**src/rtl/opb_register_bank_ppc2simulink.sv**
```systemverilog
// ---------------------------------------------------------------------------
// opb_register_bank_ppc2simulink
//   OPB slave that exposes C_NUM_REGS 32-bit software-writable registers to
//   user logic. Each hit is acknowledged exactly once, in the ACK state. The
//   FSM then parks in WAIT until the master drops OPB_select. Offsets past
//   the last register get an error acknowledge instead.
//
// Ports
//   OPB_Clk, OPB_Rst_n      clock, asynchronous active-low reset
//   OPB_ABus/BE/DBus/RNW    OPB request (IBM bit order, bit 0 = MSB)
//   OPB_select, OPB_seqAddr transfer request; seqAddr is ignored
//   Sl_DBus, Sl_xferAck,    read data and acknowledges, all registered
//   Sl_errAck
//   Sl_retry, Sl_toutSup    tied low
//   user_data_out           register i at bits [32i+31:32i]
//   user_wr_stb             one-cycle strobe per register on every write
// ---------------------------------------------------------------------------
module opb_register_bank_ppc2simulink #(
    parameter logic [31:0] C_BASEADDR   = 32'h01030000,
    parameter logic [31:0] C_HIGHADDR   = 32'h010300FF,
    parameter int unsigned C_NUM_REGS   = 4,
    parameter logic [15:0] C_PULSE_MASK = 16'h0000,
    parameter logic [31:0] C_RESET_VAL  = 32'h00000000
) (
    input  logic                      OPB_Clk,
    input  logic                      OPB_Rst_n,
    input  logic [0:31]               OPB_ABus,
    input  logic [0:3]                OPB_BE,
    input  logic [0:31]               OPB_DBus,
    input  logic                      OPB_RNW,
    input  logic                      OPB_select,
    input  logic                      OPB_seqAddr,
    output logic [0:31]               Sl_DBus,
    output logic                      Sl_xferAck,
    output logic                      Sl_errAck,
    output logic                      Sl_retry,
    output logic                      Sl_toutSup,
    output logic [32*C_NUM_REGS-1:0]  user_data_out,
    output logic [C_NUM_REGS-1:0]     user_wr_stb
);

    typedef enum logic [1:0] {IDLE, ACK, WAIT} state_t;

    state_t                         state_q;
    logic                           xack_q, eack_q;
    logic [31:0]                    rdata_q;
    logic [C_NUM_REGS-1:0]          stb_q, stb_d;
    logic [C_NUM_REGS-1:0][31:0]    regs_q;

    // Bus vectors are declared [0:N]; plain assignment to [N:0] keeps the
    // numeric value, so OPB_DBus[k] lands on bit 31-k and OPB_BE[0] on be[3].
    logic [31:0] addr, wdata, bmask, rd_word;
    logic [3:0]  be, idx;
    logic        in_range, idx_ok, hit, wr_hit, rd_hit;

    assign addr  = OPB_ABus;
    assign wdata = OPB_DBus;
    assign be    = OPB_BE;
    assign idx   = OPB_ABus[26:29];

    assign in_range = (addr >= C_BASEADDR) && (addr <= C_HIGHADDR);
    assign idx_ok   = {28'd0, idx} < C_NUM_REGS;
    assign hit      = OPB_select && in_range && (state_q == IDLE);
    assign wr_hit   = hit && idx_ok && !OPB_RNW;
    assign rd_hit   = hit && idx_ok && OPB_RNW;

    assign bmask = {{8{be[3]}}, {8{be[2]}}, {8{be[1]}}, {8{be[0]}}};

    // Read mux and write decode written as loops so the 4-bit offset never
    // indexes an array that may be smaller than 16 entries.
    always_comb begin
        rd_word = '0;
        stb_d   = '0;
        for (int i = 0; i < int'(C_NUM_REGS); i++) begin
            if (idx == 4'(i)) begin
                rd_word  = regs_q[i];
                stb_d[i] = wr_hit;
            end
        end
    end

    always_ff @(posedge OPB_Clk or negedge OPB_Rst_n) begin
        if (!OPB_Rst_n) begin
            state_q <= IDLE;
            xack_q  <= 1'b0;
            eack_q  <= 1'b0;
            rdata_q <= '0;
            stb_q   <= '0;
        end else begin
            xack_q  <= 1'b0;
            eack_q  <= 1'b0;
            rdata_q <= '0;
            stb_q   <= '0;
            case (state_q)
                IDLE: if (hit) begin
                    state_q <= ACK;
                    xack_q  <= idx_ok;
                    eack_q  <= !idx_ok;
                    stb_q   <= stb_d;
                    if (rd_hit) rdata_q <= rd_word;
                end
                ACK:  state_q <= WAIT;
                WAIT: if (!OPB_select) state_q <= IDLE;
                default: state_q <= IDLE;
            endcase
        end
    end

    // Pulse-mode registers reload the idle value on any edge that is not a
    // write to them, so a written value survives only the ACK cycle.
    always_ff @(posedge OPB_Clk or negedge OPB_Rst_n) begin
        if (!OPB_Rst_n) begin
            for (int i = 0; i < int'(C_NUM_REGS); i++) regs_q[i] <= C_RESET_VAL;
        end else begin
            for (int i = 0; i < int'(C_NUM_REGS); i++) begin
                if (stb_d[i])
                    regs_q[i] <= (regs_q[i] & ~bmask) | (wdata & bmask);
                else if (C_PULSE_MASK[i])
                    regs_q[i] <= C_RESET_VAL;
            end
        end
    end

    logic unused_seq;
    assign unused_seq = OPB_seqAddr;

    assign Sl_DBus       = rdata_q;
    assign Sl_xferAck    = xack_q;
    assign Sl_errAck     = eack_q;
    assign Sl_retry      = 1'b0;
    assign Sl_toutSup    = 1'b0;
    assign user_data_out = regs_q;
    assign user_wr_stb   = stb_q;

endmodule

```
**config.mk**
```make
export PLATFORM = sky130hd
export DESIGN_NAME = opb_register_bank_ppc2simulink
export DESIGN_NICKNAME = d
export VERILOG_FILES = /design/src/rtl/opb_register_bank_ppc2simulink.sv
export SDC_FILE = /design/constraint.sdc
export NUM_CORES = 1
export LEC_CHECK = 0
export CORE_AREA = 4 4 127 129
export DETAILED_ROUTE_END_ITERATION = 16
export DIE_AREA = 0 0 131 133
export PLACE_DENSITY = 0.85
export SYNTH_ARGS = -nofsm -noshare
export SYNTH_HDL_FRONTEND = slang
export SYNTH_SLANG_ARGS = --single-unit
```
**constraint.sdc**
```tcl
create_clock -name OPB_Clk -period 3.67 [get_ports OPB_Clk]
set_input_delay 0.734 -clock OPB_Clk [delete_from_list [all_inputs] [get_ports OPB_Clk]]
set_output_delay 0.734 -clock OPB_Clk [all_outputs]
set_load 0.05 [all_outputs]
```
==> results of run 1 <==
routing by layer:
layer / share of wire / vias to the layer above
met3: 0.063 / 33
li1: - / 2383
met5: 0 / -
met4: 0.021 / 0
met1: 0.40 / 2597
met2: 0.51 / 186
area by class of cell:
class	count	area [um^2]
well taps	188	235
clock inverters	14	173
flip-flops and latches	168	4200
repair buffers	257	2520
multi-input cells	307	3000
clock buffers	18	439
fillers	1026	4460
inverters	1	3.75
layout by cell type (no fill, tap or decap), drive strengths merged:
master         count
nor4              20
or2                3
nand3b             1
clkbuf            18
clkdlybuf4s50    230
nor2b             32
or3                2
nor3               1
clkinvlp           1
nand2b             1
nand4              1
bufinv             3
buf               27
dfrtp            168
inv                4
mux2             128
nor2               4
clkinv             7
nand3              1
nand2              6
a211oi            64
conb               2
nor4bb             1
or3b               1
and4b              1
mux2i             33
and4               1
and2               1
nor4b              3
power groups by stage:
stage	logic, mW	clock network (mW)	registers [mW]
global placement	0.201	0	1.89
finish	0.206	1.83	1.85
detailed placement	0.208	0	1.89
global route	0.224	1.96	1.85
floorplan	0.0687	0	1.89
CTS	0.209	1.86	1.85
metrics by stage:
stage / power [mW] / util
2_1_floorplan: 1.96 / -
3_3_place_gp: 2.09 / 0.663
3_5_place_dp: 2.09 / 0.663
4_1_cts: 3.92 / 0.703
5_1_grt: 4.03 / 0.703
6_report: 3.89 / 0.703
cell families after synthesis:
family | synth area share
AO/OA/AOI/OAI | 0.0653
buffers and inverters | 0.0229
flip-flops | 0.571
multiplexers | 0.241
other | 0.000509
AND/OR/NAND/NOR | 0.0997
worst max-delay path by stage:
stage	cells after the start	start	end	slack (ns)
floorplan	6	OPB_ABus[9]	flop	1.22
global placement	7	OPB_ABus[9]	flop	0.62
detailed placement	7	OPB_ABus[9]	flop	0.44
CTS	6	OPB_ABus[9]	Sl_DBus[1]	0.87
global route	6	OPB_ABus[9]	Sl_DBus[1]	0.79
finish	6	OPB_ABus[9]	Sl_DBus[1]	0.85
==> run_results.csv, run 1 <==
group,metric,value,unit
clocking,cts_buffers,17,
synth,avgSynthCellArea,14.5,um^2
detailed_routing,drtAntennaViolNets,0,
clocking,cts_tree,"yes",
clocking,cts_max_level,4,
layout,drive_gt1_frac,0.273,
power_and_ir_drop,p_int,3.03,mW
clocking,cts_resized,0,
timing,worst_slew_pin_slew,0.853,ns
critical_path,crit_type,"input pin to flop",
timing,timing.hold.ws,0.330,ns
critical_path,path_cells,"clkdlybuf4s50_1 > nor4b_1 > nand4_1 > or3_1 > buf_4 > a211oi_1",
grt,gr-usage-met2,0.393,
clocking,clkSlewWorstSetupHoldPaths,0.06,ns
placement,dp_cells,921,
critical_path,slowest_stage,"or3_1",
synth,netlist_area,0.00736,mm^2
clocking,cts_buffer_depth,2,
power_and_ir_drop,seqPwrFrac,0.476,
clocking,postCtsSetupRepairBufs,0,
placement,gp_congestion,0.787,
timing,fin_crit_sh,0.769,
power_and_ir_drop,p_leak,4.87,nW
grt,grt_max_degree,77,
power_and_ir_drop,p_comb_frac,0.053,
critical_path,reg2reg_to,"Sl_DBus[1]",
synth,ys_seq_area_frac,0.571,
placement,dpl_cell_area,0.00996,mm^2
critical_path,cp.required,3.96,ns
timing,fin_ws,0.847,ns
floorplanning,dieWidth,131,um
synth,yosysTopAreaCellShare,0.571,
critical_path,end_kind,"flop",
synth,yosysTopAreaCell,"dfrtp_1",
synth,synth.distinct_cells,30,
clocking,ctsHoldBuffers,0,
detailed_routing,post_drt_wl_per_cell,20.8,um
grt,grt_overflow,0,
critical_path,critPathMaxFanout,11,
synth,synth-edff-count,0,
clocking,worstSkewPairLatency,0.42,ns
timing,drv_slew,0,
grt,antenna_found_initial,0,
synth,synth_async_sr_flop_share,1.00,
power_and_ir_drop,powerDensity,368,mW/mm^2
layout,final_cells,953,
detailed_routing,num_vias,5199,
timing,rsz0062_at_grt,"false",
detailed_routing,wl,19800,um
grt,grt_use_total,0.232,
timing,final.min_clock_period,2.82,ns
floorplanning,start_util,0.490,
detailed_routing,via_per_inst,5.46,
synth,yosys_warnings,0,
timing,finalHoldViolCount,0,
power_and_ir_drop,p_clk_frac,0.471,
critical_path,worst_setup_path_start_kind,"input pin",
critical_path,crit_family,"simple AND/OR/NAND/NOR gates",
hold_path,hp-class,"input pin to async pin",
timing,slew_headroom,0.431,
floorplanning,dieArea,0.0174,mm^2
flow_run,maxCapViolCount,0,
synth,synth_cells,507,
grt,grt_util_met3,0.0597,
critical_path,cp.arrival,3.11,ns
grt,first_global_vias,5661,
timing,setup_viol,0,
grt,top_usage_layer,"met2",
critical_path,worst-path-buf-inv,2,
layout,syn_to_final_growth,43.6,%
timing,clock.fmax,354,MHz
synth,synth_ff_type,"dfrtp_1",
power_and_ir_drop,p_switching,0.856,mW
placement,hpwlAfterDp,13700,um
synth,ys_ff_latch,168,
layout,antenna_cells,0,
detailed_routing,remaining_drc_errors,0,
floorplanning,core_area,0.0150,mm^2
placement,pre_cts_slack,0.439,ns
floorplanning,rows,45,
timing,final.setup_skew,0.00987,ns
floorplanning,pin_count,241,
floorplanning,die_h,133,um
detailed_routing,drtIter0Drc,285,
grt,grt_pass1_wl,31100,um
layout,finalInstanceArea,0.0106,mm^2
synth,synth.area.top_cells,"dfrtp_1 57%, mux2_2 20%, a211oi_1 6.5%, nor4_4 4.6%, mux2i_1 4.5%",
run_status,outcome,"finished, final reports clean",
synth,synth_commonest_cells,"168 x dfrtp_1, 128 x mux2_2, 64 x a211oi_1, 33 x mux2i_1, 32 x nor2b_1",
power_and_ir_drop,power_switching_share,0.220,
power_and_ir_drop,vdd_drop_max,0.302,mV
critical_path,slowest_delay,0.66,ns
placement,portBuffers,233,
synth,synth_most_common_cell,"dfrtp_1",
grt,met1_usage,0.287,
timing,fin_tns_setup,0,ns
critical_path,reg2reg_from,"state_q[0]",
clocking,cts_root_buf,"clkbuf_16",
critical_path,reg2reg_slack,1.43,ns
detailed_routing,drtPass1Iterations,4,
critical_path,reg2regPathDepth,5,
layout,fin_nets,825,
clocking,cts_sinks,168,
Power figures use the tool's default switching activity.
==> inputs of run 2 (changes only) <==
--- a/config.mk
+++ b/config.mk
@@ -5,10 +5,10 @@
 export SDC_FILE = /design/constraint.sdc
 export NUM_CORES = 1
 export LEC_CHECK = 0
-export CORE_AREA = 4 4 127 129
+export CORE_AREA = 4 4 138 140
 export DETAILED_ROUTE_END_ITERATION = 16
-export DIE_AREA = 0 0 131 133
-export PLACE_DENSITY = 0.85
+export DIE_AREA = 0 0 142 144
+export PLACE_DENSITY = 0.76
 export SYNTH_ARGS = -nofsm -noshare
 export SYNTH_HDL_FRONTEND = slang
 export SYNTH_SLANG_ARGS = --single-unit
==> constraint.sdc (replaced) <==
create_clock -name OPB_Clk -period 2.4 [get_ports OPB_Clk]
set_input_delay 0.48 -clock OPB_Clk [delete_from_list [all_inputs] [get_ports OPB_Clk]]
set_output_delay 0.48 -clock OPB_Clk [all_outputs]
set_load 0.05 [all_outputs]
==> run 2 against run 1 <==
- first-iteration DRC count decreased by 36%
- final cell count increased by 6.7%
- non-clock buffer count increased by 23
- count of clock-buffer cells in the layout increased by 4
- largest power group unchanged
- critical path depth increased by 1
==> run_results.csv, run 2 (synthesis gave the netlist of run 1 again) <==
group,metric,value,unit
detailed_routing,num_vias,5391,
layout,fin_nets,848,
detailed_routing,drtPass1Iterations,4,
grt,grt_overflow,0,
placement,hpwlAfterDp,14800,um
detailed_routing,wl,20700,um
critical_path,cp.arrival,2.65,ns
detailed_routing,drtAntennaViolNets,0,
clocking,cts_max_level,4,
clocking,cts_buffer_depth,2,
floorplanning,dieWidth,142,um
layout,mostFrequentLayoutCell,"clkdlybuf4s50_1",
hold_path,hp-class,"input pin to flop",
clocking,worstSkewPairLatency,0.42,ns
critical_path,reg2reg_slack,0.23,ns
clocking,postCtsSetupRepairBufs,0,
power_and_ir_drop,p_comb_frac,0.058,
grt,first_global_vias,5927,
timing,setup_viol,0,
floorplanning,rows,49,
critical_path,worst_setup_path_start_kind,"input pin",
timing,final.setup_skew,0.00753,ns
clocking,cts_sinks,168,
grt,grt_pass1_wl,32300,um
critical_path,path_cells,"clkdlybuf4s50_1 > nor4bb_1 > nand4_1 > buf_12 > nor4_4 > buf_4 > mux2_2",
detailed_routing,remaining_drc_errors,0,
timing,drv_slew,0,
floorplanning,die_h,144,um
floorplanning,core_area,0.0178,mm^2
timing,worst_slew_pin_slew,1.27,ns
floorplanning,pin_count,241,
placement,gp_congestion,0.836,
layout,syn_to_final_growth,46.6,%
timing,clock.fmax,428,MHz
power_and_ir_drop,p_switching,1.30,mW
power_and_ir_drop,p_leak,4.97,nW
critical_path,crit_family,"buffers and inverters",
grt,antenna_found_initial,0,
timing,slew_headroom,0.155,
run_status,outcome,"finished, final reports clean",
clocking,cts_root_buf,"clkbuf_16",
layout,finalInstanceArea,0.0108,mm^2
power_and_ir_drop,powerDensity,533,mW/mm^2
power_and_ir_drop,p_int,4.46,mW
layout,final_core_util,0.605,
timing,rsz0062_at_grt,"false",
floorplanning,start_util,0.413,
placement,dpl_cell_area,0.0102,mm^2
timing,fin_crit_sh,0.974,
power_and_ir_drop,total_power,5.76,mW
critical_path,cp.required,2.71,ns
critical_path,critPathMaxFanout,18,
detailed_routing,wl_met1,8310,um
critical_path,end_kind,"flop",
power_and_ir_drop,p_clk_frac,0.450,
critical_path,crit_type,"input pin to flop",
detailed_routing,drtIter0Drc,182,
critical_path,slowest_delay,0.51,ns
clocking,clkSlewWorstSetupHoldPaths,0.06,ns
layout,final_cell_mix,"230 x clkdlybuf4s50_1, 168 x dfrtp_1, 128 x mux2_2",
detailed_routing,post_drt_wl_per_cell,20.4,um
detailed_routing,routed-wl-met3,964,um
clocking,cts_tree,"yes",
placement,portBuffers,233,
power_and_ir_drop,power_switching_share,0.226,
power_and_ir_drop,seqPwrFrac,0.492,
layout,antenna_cells,0,
flow_run,maxCapViolCount,0,
critical_path,slowest_stage,"clkdlybuf4s50_1",
detailed_routing,wl_met2,11100,um
grt,grt_use_total,0.204,
power_and_ir_drop,vdd_drop_max,0.472,mV
clocking,cts_buffers,17,
critical_path,worst-path-buf-inv,3,
detailed_routing,via_per_inst,5.30,
timing,finalHoldViolCount,0,
floorplanning,dieArea,0.0204,mm^2
layout,drive_gt1_frac,0.289,
timing,timing.hold.ws,0.348,ns
detailed_routing,highest_layer,"met4",
grt,grt_max_degree,100,
timing,final.min_clock_period,2.34,ns
[run 2: worst paths after layout]
| check | from | end | cells past startpoint |
|---|---|---|---|
| max | OPB_select | flop | 7 |
| max reg2reg | state_q[0] | flop | 6 |
| max in group asynchronous | OPB_Rst_n | user_wr_stb[2] | 3 |
| min in group asynchronous | OPB_Rst_n | async pin | 2 |
| min | OPB_ABus[29] | user_wr_stb[1] | 3 |
| min reg2reg | state_q[1] | state_q[1] | 1 |
[run 2: tightest hold or removal path, cell delays in order]
cell	delay (ns)
buf_4	0.12
nand2b_1	0.08
nor4_1	0.05
[run 2: power groups by stage]
stage          registers [mW]  clock network (mW)  logic, mW
3_3_place_gp             2.88                   0      0.325
6_report                 2.83                2.59      0.334
4_1_cts                  2.83                2.64      0.339
2_1_floorplan            2.89                   0      0.105
3_5_place_dp             2.88                   0      0.336
5_1_grt                  2.83                2.77      0.361
[run 2: cell type report]
| class | count | area (um^2) |
|---|---|---|
| Fill cell | 1319 | 7040 |
| Sequential cell | 168 | 4200 |
| Multi-Input combinational cell | 307 | 3000 |
| Timing Repair Buffer | 280 | 2740 |
| Clock buffer | 22 | 464 |
| Tap cell | 229 | 287 |
| Clock inverter | 10 | 95.1 |
| Inverter | 1 | 3.75 |
[run 2: timing repair]
action                    in CTS  in global routing
hold endpoints to repair      35                  0
resized for setup              0                  0
hold buffers                   1                  0
[run 2: metrics by stage]
stage / worst slack (ns) / cells / TNS, ns
2_1_floorplan: 0.201 / 508 / 0
3_3_place_gp: -0.273 / 984 / -40.33
3_5_place_dp: -0.360 / 984 / -51.88
4_1_cts: 0.0529 / 1017 / 0
5_1_grt: 0.0222 / 1017 / 0
6_report: 0.0612 / 1017 / 0
[run 2: routing by layer]
metal / track usage / vias up
met3: 0.0440 / 33
met4: 0.0682 / 0
met2: 0.372 / 170
met5: 0 / -
li1: - / 2423
met1: 0.240 / 2765
==> inputs of run 3 (changes only) <==
--- a/config.mk
+++ b/config.mk
@@ -5,6 +5,7 @@
 export SDC_FILE = /design/constraint.sdc
 export NUM_CORES = 1
 export LEC_CHECK = 0
+export CAP_MARGIN = 10
 export CORE_AREA = 4 4 138 140
 export DETAILED_ROUTE_END_ITERATION = 16
 export DIE_AREA = 0 0 142 144
==> results of run 3 <==
No change in the layout: final DEF, timing and power equal those of run 2.
